[config.mk]
export PLATFORM = sky130hd
export DESIGN_NAME = sqrt_u48_arb
export DESIGN_NICKNAME = d
export VERILOG_FILES = /design/src/rtl/sqrt_pkg.sv /design/src/rtl/sqrt_rsp_fifo.sv /design/src/rtl/sqrt_u48_8.sv /design/src/rtl/sqrt_u48_arb.sv
export SDC_FILE = /design/constraint.sdc
export NUM_CORES = 2
export LEC_CHECK = 0
export CAP_MARGIN = 40
export CORE_UTILIZATION = 30
export DETAILED_ROUTE_END_ITERATION = 10
export PLACE_DENSITY_LB_ADDON = 0.15
export SYNTH_ARGS = -nofsm -noshare
export SYNTH_HDL_FRONTEND = slang
export SYNTH_SLANG_ARGS = --single-unit
[constraint.sdc]
create_clock -name clk -period 13.5 [get_ports clk]
set_input_delay 2.025 -clock clk [delete_from_list [all_inputs] [get_ports clk]]
set_output_delay 2.025 -clock clk [all_outputs]
set_load 0.01 [all_outputs]
[src/rtl/sqrt_pkg.sv]
// sqrt_pkg: shared widths, latency and digit-recurrence helpers for the 48-bit integer square root
package sqrt_pkg;
    localparam int SQRT_IN_W  = 48;
    localparam int SQRT_OUT_W = 24;
    localparam int SQRT_LAT   = 8;
    localparam int SQRT_BPS   = SQRT_OUT_W / SQRT_LAT;
    localparam int SQRT_REM_W = SQRT_OUT_W + 4;

    typedef struct packed {
        logic [SQRT_IN_W-1:0]  x;
        logic [SQRT_REM_W-1:0] rem;
        logic [SQRT_OUT_W-1:0] root;
    } sqrt_st_t;

    // Retires SQRT_BPS result bits: bring down two operand bits, try (4*root+1), keep it if it fits.
    function automatic sqrt_st_t sqrt_step(input sqrt_st_t s);
        sqrt_st_t r;
        logic [SQRT_REM_W-1:0] trial;
        logic ge;
        r = s;
        for (int b = 0; b < SQRT_BPS; b++) begin
            r.rem  = {r.rem[SQRT_REM_W-3:0], r.x[SQRT_IN_W-1 -: 2]};
            r.x    = r.x << 2;
            trial  = {2'b00, r.root, 2'b01};
            ge     = r.rem >= trial;
            r.rem  = ge ? r.rem - trial : r.rem;
            r.root = {r.root[SQRT_OUT_W-2:0], ge};
        end
        return r;
    endfunction

    function automatic logic [SQRT_OUT_W-1:0] sqrt_last_root(input sqrt_st_t s);
        sqrt_st_t r;
        r = sqrt_step(s);
        return r.root;
    endfunction
endpackage

[src/rtl/sqrt_rsp_fifo.sv]
// sqrt_rsp_fifo: synchronous FIFO of {id, root} results
//   clk/rst; push_i+din_i write; pop_i reads (ignored when empty); dout_o head; empty_o/full_o/count_o status.
module sqrt_rsp_fifo #(
    parameter int W     = 26,
    parameter int DEPTH = 16,
    parameter int CW    = $clog2(DEPTH + 1)
) (
    input  logic          clk,
    input  logic          rst,
    input  logic          push_i,
    input  logic [W-1:0]  din_i,
    input  logic          pop_i,
    output logic [W-1:0]  dout_o,
    output logic          empty_o,
    output logic          full_o,
    output logic [CW-1:0] count_o
);
    localparam int AW = DEPTH > 1 ? $clog2(DEPTH) : 1;
    logic [W-1:0] mem_q [DEPTH];
    logic [AW-1:0] wr_q, rd_q;
    logic [CW-1:0] cnt_q;
    logic do_pop;

    function automatic logic [AW-1:0] nxt(input logic [AW-1:0] p);
        return p == AW'(DEPTH - 1) ? '0 : p + AW'(1);
    endfunction

    assign do_pop  = pop_i && !empty_o;
    assign empty_o = cnt_q == '0;
    assign full_o  = cnt_q == CW'(DEPTH);
    assign count_o = cnt_q;
    assign dout_o  = mem_q[rd_q];

    always_ff @(posedge clk) begin
        if (push_i) mem_q[wr_q] <= din_i;
    end

    always_ff @(posedge clk) begin
        if (rst) begin
            wr_q  <= '0;
            rd_q  <= '0;
            cnt_q <= '0;
        end else begin
            wr_q  <= push_i ? nxt(wr_q) : wr_q;
            rd_q  <= do_pop ? nxt(rd_q) : rd_q;
            cnt_q <= cnt_q + CW'(push_i) - CW'(do_pop);
        end
    end
endmodule

[src/rtl/sqrt_u48_8.sv]
// sqrt_u48_8: pipelined floor(sqrt) of a 48-bit operand, 3 result bits per stage, 8-cycle latency
//   clk, en (stall when low), vldin/ain operand in; vldout/out result out.
//   Valid flags are deliberately not reset; callers track validity themselves.
module sqrt_u48_8
    import sqrt_pkg::*;
(
    input  logic                  clk,
    input  logic                  en,
    input  logic                  vldin,
    input  logic [SQRT_IN_W-1:0]  ain,
    output logic                  vldout,
    output logic [SQRT_OUT_W-1:0] out
);
    logic [SQRT_LAT-1:0] vld_q;
    sqrt_st_t [SQRT_LAT-2:0] st_q;
    logic [SQRT_OUT_W-1:0] root_q;
    sqrt_st_t st_in;

    assign st_in  = {ain, {(SQRT_REM_W + SQRT_OUT_W){1'b0}}};
    assign vldout = vld_q[SQRT_LAT-1];
    assign out    = root_q;

    always_ff @(posedge clk) begin
        if (en) begin
            vld_q    <= {vld_q[SQRT_LAT-2:0], vldin};
            st_q[0]  <= sqrt_step(st_in);
            for (int s = 1; s < SQRT_LAT - 1; s++) st_q[s] <= sqrt_step(st_q[s-1]);
            root_q   <= sqrt_last_root(st_q[SQRT_LAT-2]);
        end
    end
endmodule

[src/rtl/sqrt_u48_arb.sv]
// sqrt_u48_arb: round-robin sharing of one pipelined 48-bit sqrt unit among NREQ requesters
//   clk/rst; req_vld/req_rdy/req_data per-requester request ports;
//   rsp_vld/rsp_rdy/rsp_id/rsp_data shared in-order response port; busy while work is outstanding.
module sqrt_u48_arb
    import sqrt_pkg::*;
#(
    parameter int NREQ       = 4,
    parameter int IDW        = 2,
    parameter int FIFO_DEPTH = 16
) (
    input  logic                        clk,
    input  logic                        rst,
    input  logic [NREQ-1:0]             req_vld,
    output logic [NREQ-1:0]             req_rdy,
    input  logic [NREQ*SQRT_IN_W-1:0]   req_data,
    output logic                        rsp_vld,
    input  logic                        rsp_rdy,
    output logic [IDW-1:0]              rsp_id,
    output logic [SQRT_OUT_W-1:0]       rsp_data,
    output logic                        busy
);
    localparam int CW = $clog2(FIFO_DEPTH + 1);
    localparam int FW = IDW + SQRT_OUT_W;

    logic [IDW-1:0] ptr_q, ptr_d, gnt_id, idx;
    logic [CW-1:0] credits_q, credits_d, fifo_cnt;
    logic gnt_any, issue, pop, push, fifo_empty, fifo_full, sq_vldout;
    logic [SQRT_LAT-1:0] tag_vld_q;
    logic [SQRT_LAT-1:0][IDW-1:0] tag_id_q;
    logic [SQRT_IN_W-1:0] sq_ain;
    logic [SQRT_OUT_W-1:0] sq_out;
    logic [FW-1:0] fifo_dout;

    // Scan from farthest to nearest so the nearest requester after the pointer wins.
    always_comb begin
        gnt_any = 1'b0;
        gnt_id  = '0;
        idx     = '0;
        for (int k = NREQ; k >= 1; k--) begin
            idx = IDW'((int'(ptr_q) + k) % NREQ);
            if (req_vld[idx]) begin
                gnt_any = 1'b1;
                gnt_id  = idx;
            end
        end
        gnt_any = gnt_any && credits_q != '0 && !rst;
    end

    always_comb begin
        sq_ain = '0;
        for (int k = 0; k < NREQ; k++) sq_ain = gnt_id == IDW'(k) ? req_data[k*SQRT_IN_W +: SQRT_IN_W] : sq_ain;
    end

    assign req_rdy   = gnt_any ? NREQ'(1) << gnt_id : '0;
    assign issue     = gnt_any;
    assign ptr_d     = issue ? gnt_id : ptr_q;
    assign pop       = rsp_vld && rsp_rdy;
    assign credits_d = credits_q + CW'(pop) - CW'(issue);
    assign push      = tag_vld_q[SQRT_LAT-1];
    assign rsp_vld   = !fifo_empty;
    assign rsp_id    = rsp_vld ? fifo_dout[FW-1 -: IDW] : '0;
    assign rsp_data  = rsp_vld ? fifo_dout[SQRT_OUT_W-1:0] : '0;
    assign busy      = credits_q != CW'(FIFO_DEPTH);

    // The datapath's own valids are unreset, so validity rides in this reset-cleared tag pipe.
    always_ff @(posedge clk) begin
        if (rst) begin
            ptr_q     <= IDW'(NREQ - 1);
            credits_q <= CW'(FIFO_DEPTH);
            tag_vld_q <= '0;
            tag_id_q  <= '0;
        end else begin
            ptr_q     <= ptr_d;
            credits_q <= credits_d;
            tag_vld_q <= {tag_vld_q[SQRT_LAT-2:0], issue};
            tag_id_q  <= {tag_id_q[SQRT_LAT-2:0], gnt_id};
        end
    end

    sqrt_u48_8 u_sqrt (
        .clk    (clk),
        .en     (1'b1),
        .vldin  (issue),
        .ain    (sq_ain),
        .vldout (sq_vldout),
        .out    (sq_out)
    );

    sqrt_rsp_fifo #(.W(FW), .DEPTH(FIFO_DEPTH), .CW(CW)) u_fifo (
        .clk     (clk),
        .rst     (rst),
        .push_i  (push),
        .din_i   ({tag_id_q[SQRT_LAT-1], sq_out}),
        .pop_i   (pop),
        .dout_o  (fifo_dout),
        .empty_o (fifo_empty),
        .full_o  (fifo_full),
        .count_o (fifo_cnt)
    );

    a_no_overflow: assert property (@(posedge clk) disable iff (rst) !(push && fifo_full));
    a_tag_has_data: assert property (@(posedge clk) disable iff (rst) push |-> sq_vldout);
    a_credit_balance: assert property (@(posedge clk) disable iff (rst)
        int'(credits_q) + int'(fifo_cnt) + $countones(tag_vld_q) == FIFO_DEPTH);
endmodule

======== After elaboration in Yosys (flattened, before gate mapping) ========
Memory sizes are Yosys's and may differ from the RTL's. A register that Yosys moved wholly into a read port is not among the register bits.
Cells that the tools add are included.
storage, ports and cells
  register bits ........................... 502
  RAM bits ................................ 416
  input bits .............................. 199
  output and inout port bits .............. 32
  memories kept ........................... 1
operators by class
  add/sub/neg operators ................... 33
  magnitude comparators ................... 28
  eq/ne operators ......................... 6
  shift operators ......................... 1
  muxes and demuxes ....................... 52
  reduce and logical (&&, ||, !) cells .... 9
memories
  name          depth  width  rd ports  clocked after memory_dff  write ports  line                 RTL
  u_fifo.mem_q  16     26     1         1                         1            sqrt_rsp_fifo.sv:19  logic [W-1:0] mem_q [DEPTH];
operator list
  kind                                          number
  two-way mux 26 bit                            23
  two-way mux 48 bit                            4
  greater-or-equal comparator 28 x 10 -> 1 bit  1
  greater-or-equal comparator 28 x 11 -> 1 bit  1
  greater-or-equal comparator 28 x 12 -> 1 bit  1
  greater-or-equal comparator 28 x 13 -> 1 bit  1
  greater-or-equal comparator 28 x 14 -> 1 bit  1
  greater-or-equal comparator 28 x 15 -> 1 bit  1
  greater-or-equal comparator 28 x 16 -> 1 bit  1
  greater-or-equal comparator 28 x 17 -> 1 bit  1
  greater-or-equal comparator 28 x 18 -> 1 bit  1
  greater-or-equal comparator 28 x 19 -> 1 bit  1
  greater-or-equal comparator 28 x 20 -> 1 bit  1
  greater-or-equal comparator 28 x 21 -> 1 bit  1
  greater-or-equal comparator 28 x 22 -> 1 bit  1
  greater-or-equal comparator 28 x 23 -> 1 bit  1
  greater-or-equal comparator 28 x 24 -> 1 bit  1
  greater-or-equal comparator 28 x 25 -> 1 bit  1
  greater-or-equal comparator 28 x 3 -> 1 bit   1
  greater-or-equal comparator 28 x 4 -> 1 bit   1
  greater-or-equal comparator 28 x 5 -> 1 bit   1
  greater-or-equal comparator 28 x 6 -> 1 bit   1
  greater-or-equal comparator 28 x 7 -> 1 bit   1
  greater-or-equal comparator 28 x 8 -> 1 bit   1
  other kinds (46)                              80

======== Longest topological paths before layout ========
  word-level depth ........................ 18
  gate-level depth with buffers ........... 45
  gate-level depth less buffers ........... 39

======== Cells and area by module ========
Synthesis repeated with hierarchy kept, for this count alone.
unflattened totals
  cells, all modules ...................... 5241
  area, all modules ....................... 58668.8 um^2
modules (own cells, without submodules)
  module         times used  cells each  area an instance (um^2)  seq. area each (um^2)
  sqrt_u48_8     1           4292        39364.0                  13993.4
  sqrt_rsp_fifo  1           746         16689.8                  12832.3
  sqrt_u48_arb   1           203         2615.0                   620.6

======== Worst setup path before layout ========
Ideal clock, no wire load.
  kind .................................... reg-to-reg
  start ................................... reg u_sqrt.st_q[508] (netlist bit)
  end ..................................... reg u_sqrt.st_q[638] (netlist bit)
  library setup time ...................... 0.130 ns
  arrival ................................. 8.274 ns
  slack ................................... 5.096 ns
  cell stages (with the launch flop) ...... 42
  cells stage by stage .................... dfxtp_1 inv_1 ha_1 a21oi_1 o311ai_0 a21oi_1 a31oi_1 o31a_1 clkbuf_1 inv_1 clkbuf_1 clkbuf_1 nand2_1 nand2_1 ha_1 a21o_1 a211o_1 a221o_1 [6 not listed] buf_1 nand2_1 o21ai_0 ha_1 a21o_1 a21o_1 a21o_1 a21oi_1 nor2b_1 o21ai_0 nand2b_1 a21oi_1 o21ai_0 a32oi_1 nand3_1 nor4_2 clkbuf_1 o21ai_0
on the way
  cells in the longest elaborated chain, start to end .. 6
  elaborated cells on any way between the ends .. 9
RTL lines
  element                                                                                       line                            RTL
  from (decl)                                                                                   sqrt_u48_8.sv:15                sqrt_st_t [SQRT_LAT-2:0] st_q;
  subtractor 26 x 20 -> 26 bit or greater-or-equal comparator 28 x 20 -> 1 bit (tied branches)  sqrt_pkg.sv:26, sqrt_pkg.sv:25
  two-way mux 26 bit                                                                            sqrt_pkg.sv:26                  r.rem = ge ? r.rem - trial : r.rem;
  subtractor 26 x 21 -> 26 bit or greater-or-equal comparator 28 x 21 -> 1 bit (tied branches)  sqrt_pkg.sv:26, sqrt_pkg.sv:25
  two-way mux 26 bit                                                                            sqrt_pkg.sv:26
  subtractor 26 x 22 -> 26 bit or greater-or-equal comparator 28 x 22 -> 1 bit (tied branches)  sqrt_pkg.sv:26, sqrt_pkg.sv:25
  two-way mux 26 bit (*)                                                                        sqrt_pkg.sv:26
Mark *: on every way between the ends. The rest lies on a longest branch, timed or not.
A chain may end at the register's enable or synchronous reset.

======== Final worst setup path ========
  start ................................... reg u_sqrt.st_q[411] (netlist bit)
  end ..................................... reg u_sqrt.st_q[546] (netlist bit)
on the way
  cells in the longest elaborated chain, start to end .. 6
  elaborated cells on any way between the ends .. 9
RTL lines
  element                                                                                       line
  subtractor 26 x 17 -> 26 bit or greater-or-equal comparator 28 x 17 -> 1 bit (tied branches)  sqrt_pkg.sv:26, sqrt_pkg.sv:25
  two-way mux 26 bit                                                                            sqrt_pkg.sv:26
  subtractor 26 x 18 -> 26 bit or greater-or-equal comparator 28 x 18 -> 1 bit (tied branches)  sqrt_pkg.sv:26, sqrt_pkg.sv:25
  two-way mux 26 bit                                                                            sqrt_pkg.sv:26
  subtractor 26 x 19 -> 26 bit or greater-or-equal comparator 28 x 19 -> 1 bit (tied branches)  sqrt_pkg.sv:26, sqrt_pkg.sv:25
  two-way mux 26 bit (*)                                                                        sqrt_pkg.sv:26
Marks and branches as above.

==> out/metrics.yaml <==
layout:
  final_layout_size_suffix_gt1_share_pct: 8.79
  syn2layout_area_growth_pct: 17.0
  fin_nets: 6155
  fill_cells: 17700
sta:
  slew_violations: 0
  setup_violations: 0
  min_period_over_period_pct: 77.5
  setup-tns-final_ns: 0
  fmax_ghz: 0.0956
  rsz0062_at_grt: "false"
  max_slew_margin_pct: 39.9
  skew_ns: 0.0518
  final_hold_viol_count: 0
  fin_ws_ns: 3.04
  min_period_ns: 10.46
  worstMarginPinSlew_ns: 0.889
power_and_ir_drop:
  peakVddDrop_uv: 109
  intPower_w: 0.00881
  power_leakage_nw: 23.6
  combPwrFrac_pct: 54.9
  switchingPower_w: 0.00692
  power.density_nw_per_um2: 253
  swShare_pct: 44.0
  seqPwrFrac_pct: 26.5
  p_total_w: 0.0157
  clockPowerShare_pct: 18.7
run:
  cap_violations: 0
clock_tree:
  clock_sinks: 922
  htreeDepth: 3
  numCtsBuffers: 103
  cts_resized: 0
  clk_pin_slew_worst_paths_ns: 0.06
  clock_path_buffers: 3
  post_cts_buffers: 0
  root_buffer: "clkbuf_16"
  insertion_delay_ns: 0.74
  ctsHoldBuffers: 0
  cts_tree: "built"
place:
  dp_hpwl_um: 122000
  port_buffers: 230
  gp_congestion: 0.886
  pre_cts_slack_ns: 2.93
critical_path:
  path_class: "flop to flop"
  r2r_cells: 33
  required_ns: 14.15
  r2r-start: "u_sqrt.st_q[411]"
  cp_max_fo: 35
  r2r_end: "u_sqrt.st_q[546]"
  start_kind: "flop"
  worst_path_largest_cell_delay_ns: 0.73
  cp_top_family: "simple AND/OR/NAND/NOR gates"
  r2r_slack_ns: 3.04
  cp-end-kind: "flop"
  critPathSlowestCell: "a211oi_1"
  cp.buffers_inverters: 6
  crit_arrival_ns: 11.10
synthesis:
  yosys_warnings: 0
  netlist_instances: 5392
  synthArstFlopShare_pct: 0
  synth_area_leaders: "edfxtp_1 (23%), dfxtp_1 (19%), ha_1 (8.0%)"
  ys_ff_latch: 922
  synth_sequential_area_ratio_pct: 42.5
  yosysUniqueCellTypes: 105
  synth_top_area_share_pct: 23.5
  syn_avg_cell_area_um2: 9.88
  synth_area_um2: 53300
  synth_common_cells: "dfxtp_1 (506), nand2_1 (477), nor2_1 (431)"
  synth_top_cell_by_area: "edfxtp_1"
  synthFlopType: "dfxtp_1"
  synth_edf_count: 416
  synth_most_common_cell: "dfxtp_1"
detailed_routing:
  dr.pass1.iters: 8
  route.detailed.drc: 18
  wl_um: 161000
  drtIter0Drc: 2790
  num_vias: 41400
  drtAntennaViolNets: 0
  via_per_inst: 5.15
  wire_per_inst_um: 20.0
die:
  core_area_um2: 176000
  dieArea_um2: 179000
  die_w_um: 423
  die_h_um: 423
  start_util_pct: 30.2
  design.portCount: 231
  fp-row-count: 154
status:
  violations: "design-rule violations"
  run_status: "finished, violations left"
global_route:
  overflow: 0
  grt_antenna_before_repair: 7
  grt_max_degree: 65
  grt_pass1_vias: 40900
  grt_pass1_wl_um: 245000
  grt_usage_pct: 17.5
hold_path:
  hold_path.startpoint: "u_sqrt.st_q[282]"
  whs_path_depth: 0
  min_to: "u_sqrt.st_q[388]"
  hold_class: "flop to flop"
==> layout make-up <==
type | count | area (µm²) | area share, %
clock inverter | 47 | 658 | 1.06
antenna | 8 | 20.0 | 0.0321
clock buffer | 145 | 3000 | 4.82
tap | 2340 | 2930 | 4.70
timing repair buffer | 289 | 2990 | 4.80
multi-input combinational | 4045 | 29100 | 46.7
sequential | 922 | 22600 | 36.3
inverter | 253 | 952 | 1.53
==> per-layer routing <==
layer  share of wire [%]  track usage [%]  routed length, µm  up-vias
li1                    -                -                  -    20400
met1                  46             23.4              74100    20000
met2                  47             28.9              75600      856
met3                 3.6             2.02               5820      214
met4                 3.4             6.16               5450        0
met5                   0                0                  0        -
==> cell usage in the layout (no fill, tap or decap), types with 57 or more instances in the layout <==
cell type	netlist	routed
dfxtp_1	506	502
nand2_1	477	477
nor2_1	431	431
edfxtp_1	416	416
a21oi_1	384	384
ha_1	340	340
xnor2_1	277	277
inv_1	247	247
o21ai_0	242	242
clkdlybuf4s50_1	0	230
a21o_1	150	150
xor2_1	149	149
mux4_2	130	130
nand3_1	112	112
nor3_1	108	108
clkbuf_16	0	107
a31oi_1	99	99
and2_1	111	95
a211oi_1	79	78
nor2b_1	78	78
nand4_1	73	73
nand2b_1	65	65
o21a_1	57	57
==> logic make-up (layout without fill, tap and decap cells) <==
logic type	Yosys count	after routing	share of synthesized area (%)
compound gates	1334	1334	16.3
xor+xnor	426	426	7.01
fa+ha+maj	342	342	8.06
buf+inv	427	734	3.03
flops	922	922	42.5
mux	186	186	6.62
other cells	1	11	0.00704
simple gates	1754	1754	16.5
==> per-stage QoR <==
step	instances	hold WS, ns	cell area (µm²)	util (%)
2_1_floorplan	5394	0.310	53300	-
3_3_place_gp	7821	0.311	58200	33.0
3_5_place_dp	7849	0.312	58600	33.2
4_1_cts	8041	0.282	62300	35.3
5_1_grt	8048	0.291	62300	35.3
6_report	8049	0.284	62300	35.3
==> worst max path at each step <==
stage / end / start / slack (ns) / depth (start not counted)
2_1_floorplan: u_sqrt.st_q[638] / u_sqrt.st_q[508] / 5.10 / 41
3_3_place_gp: u_sqrt.st_q[546] / u_sqrt.st_q[411] / 2.56 / 31
3_5_place_dp: u_sqrt.st_q[546] / u_sqrt.st_q[411] / 2.93 / 33
4_1_cts: u_sqrt.st_q[546] / u_sqrt.st_q[411] / 2.95 / 33
5_1_grt: u_sqrt.st_q[546] / u_sqrt.st_q[411] / 2.00 / 33
6_report: u_sqrt.st_q[546] / u_sqrt.st_q[411] / 3.04 / 33
==> state kept, by name, summed over array words and instances, names as in the netlist, named ones only <==
register and count:
tag_id_q 16, tag_vld_q 8, credits_q 5, ptr_q 2, u_sqrt.out 24, u_fifo.rd_q 4
u_fifo.wr_q 4, u_sqrt.st_q 434, u_fifo.mem_q 416, u_fifo.count_o 5
==> power groups by stage <==
stage	Clock [W]	Sequential, W	Combinational, W
2_1_floorplan	0	0.00388	0.00648
3_3_place_gp	0	0.00423	0.00857
3_5_place_dp	0	0.00423	0.00857
4_1_cts	0.00304	0.00418	0.00864
5_1_grt	0.00314	0.00424	0.00962
6_report	0.00294	0.00416	0.00863
(Power assumes the default switching activity.)
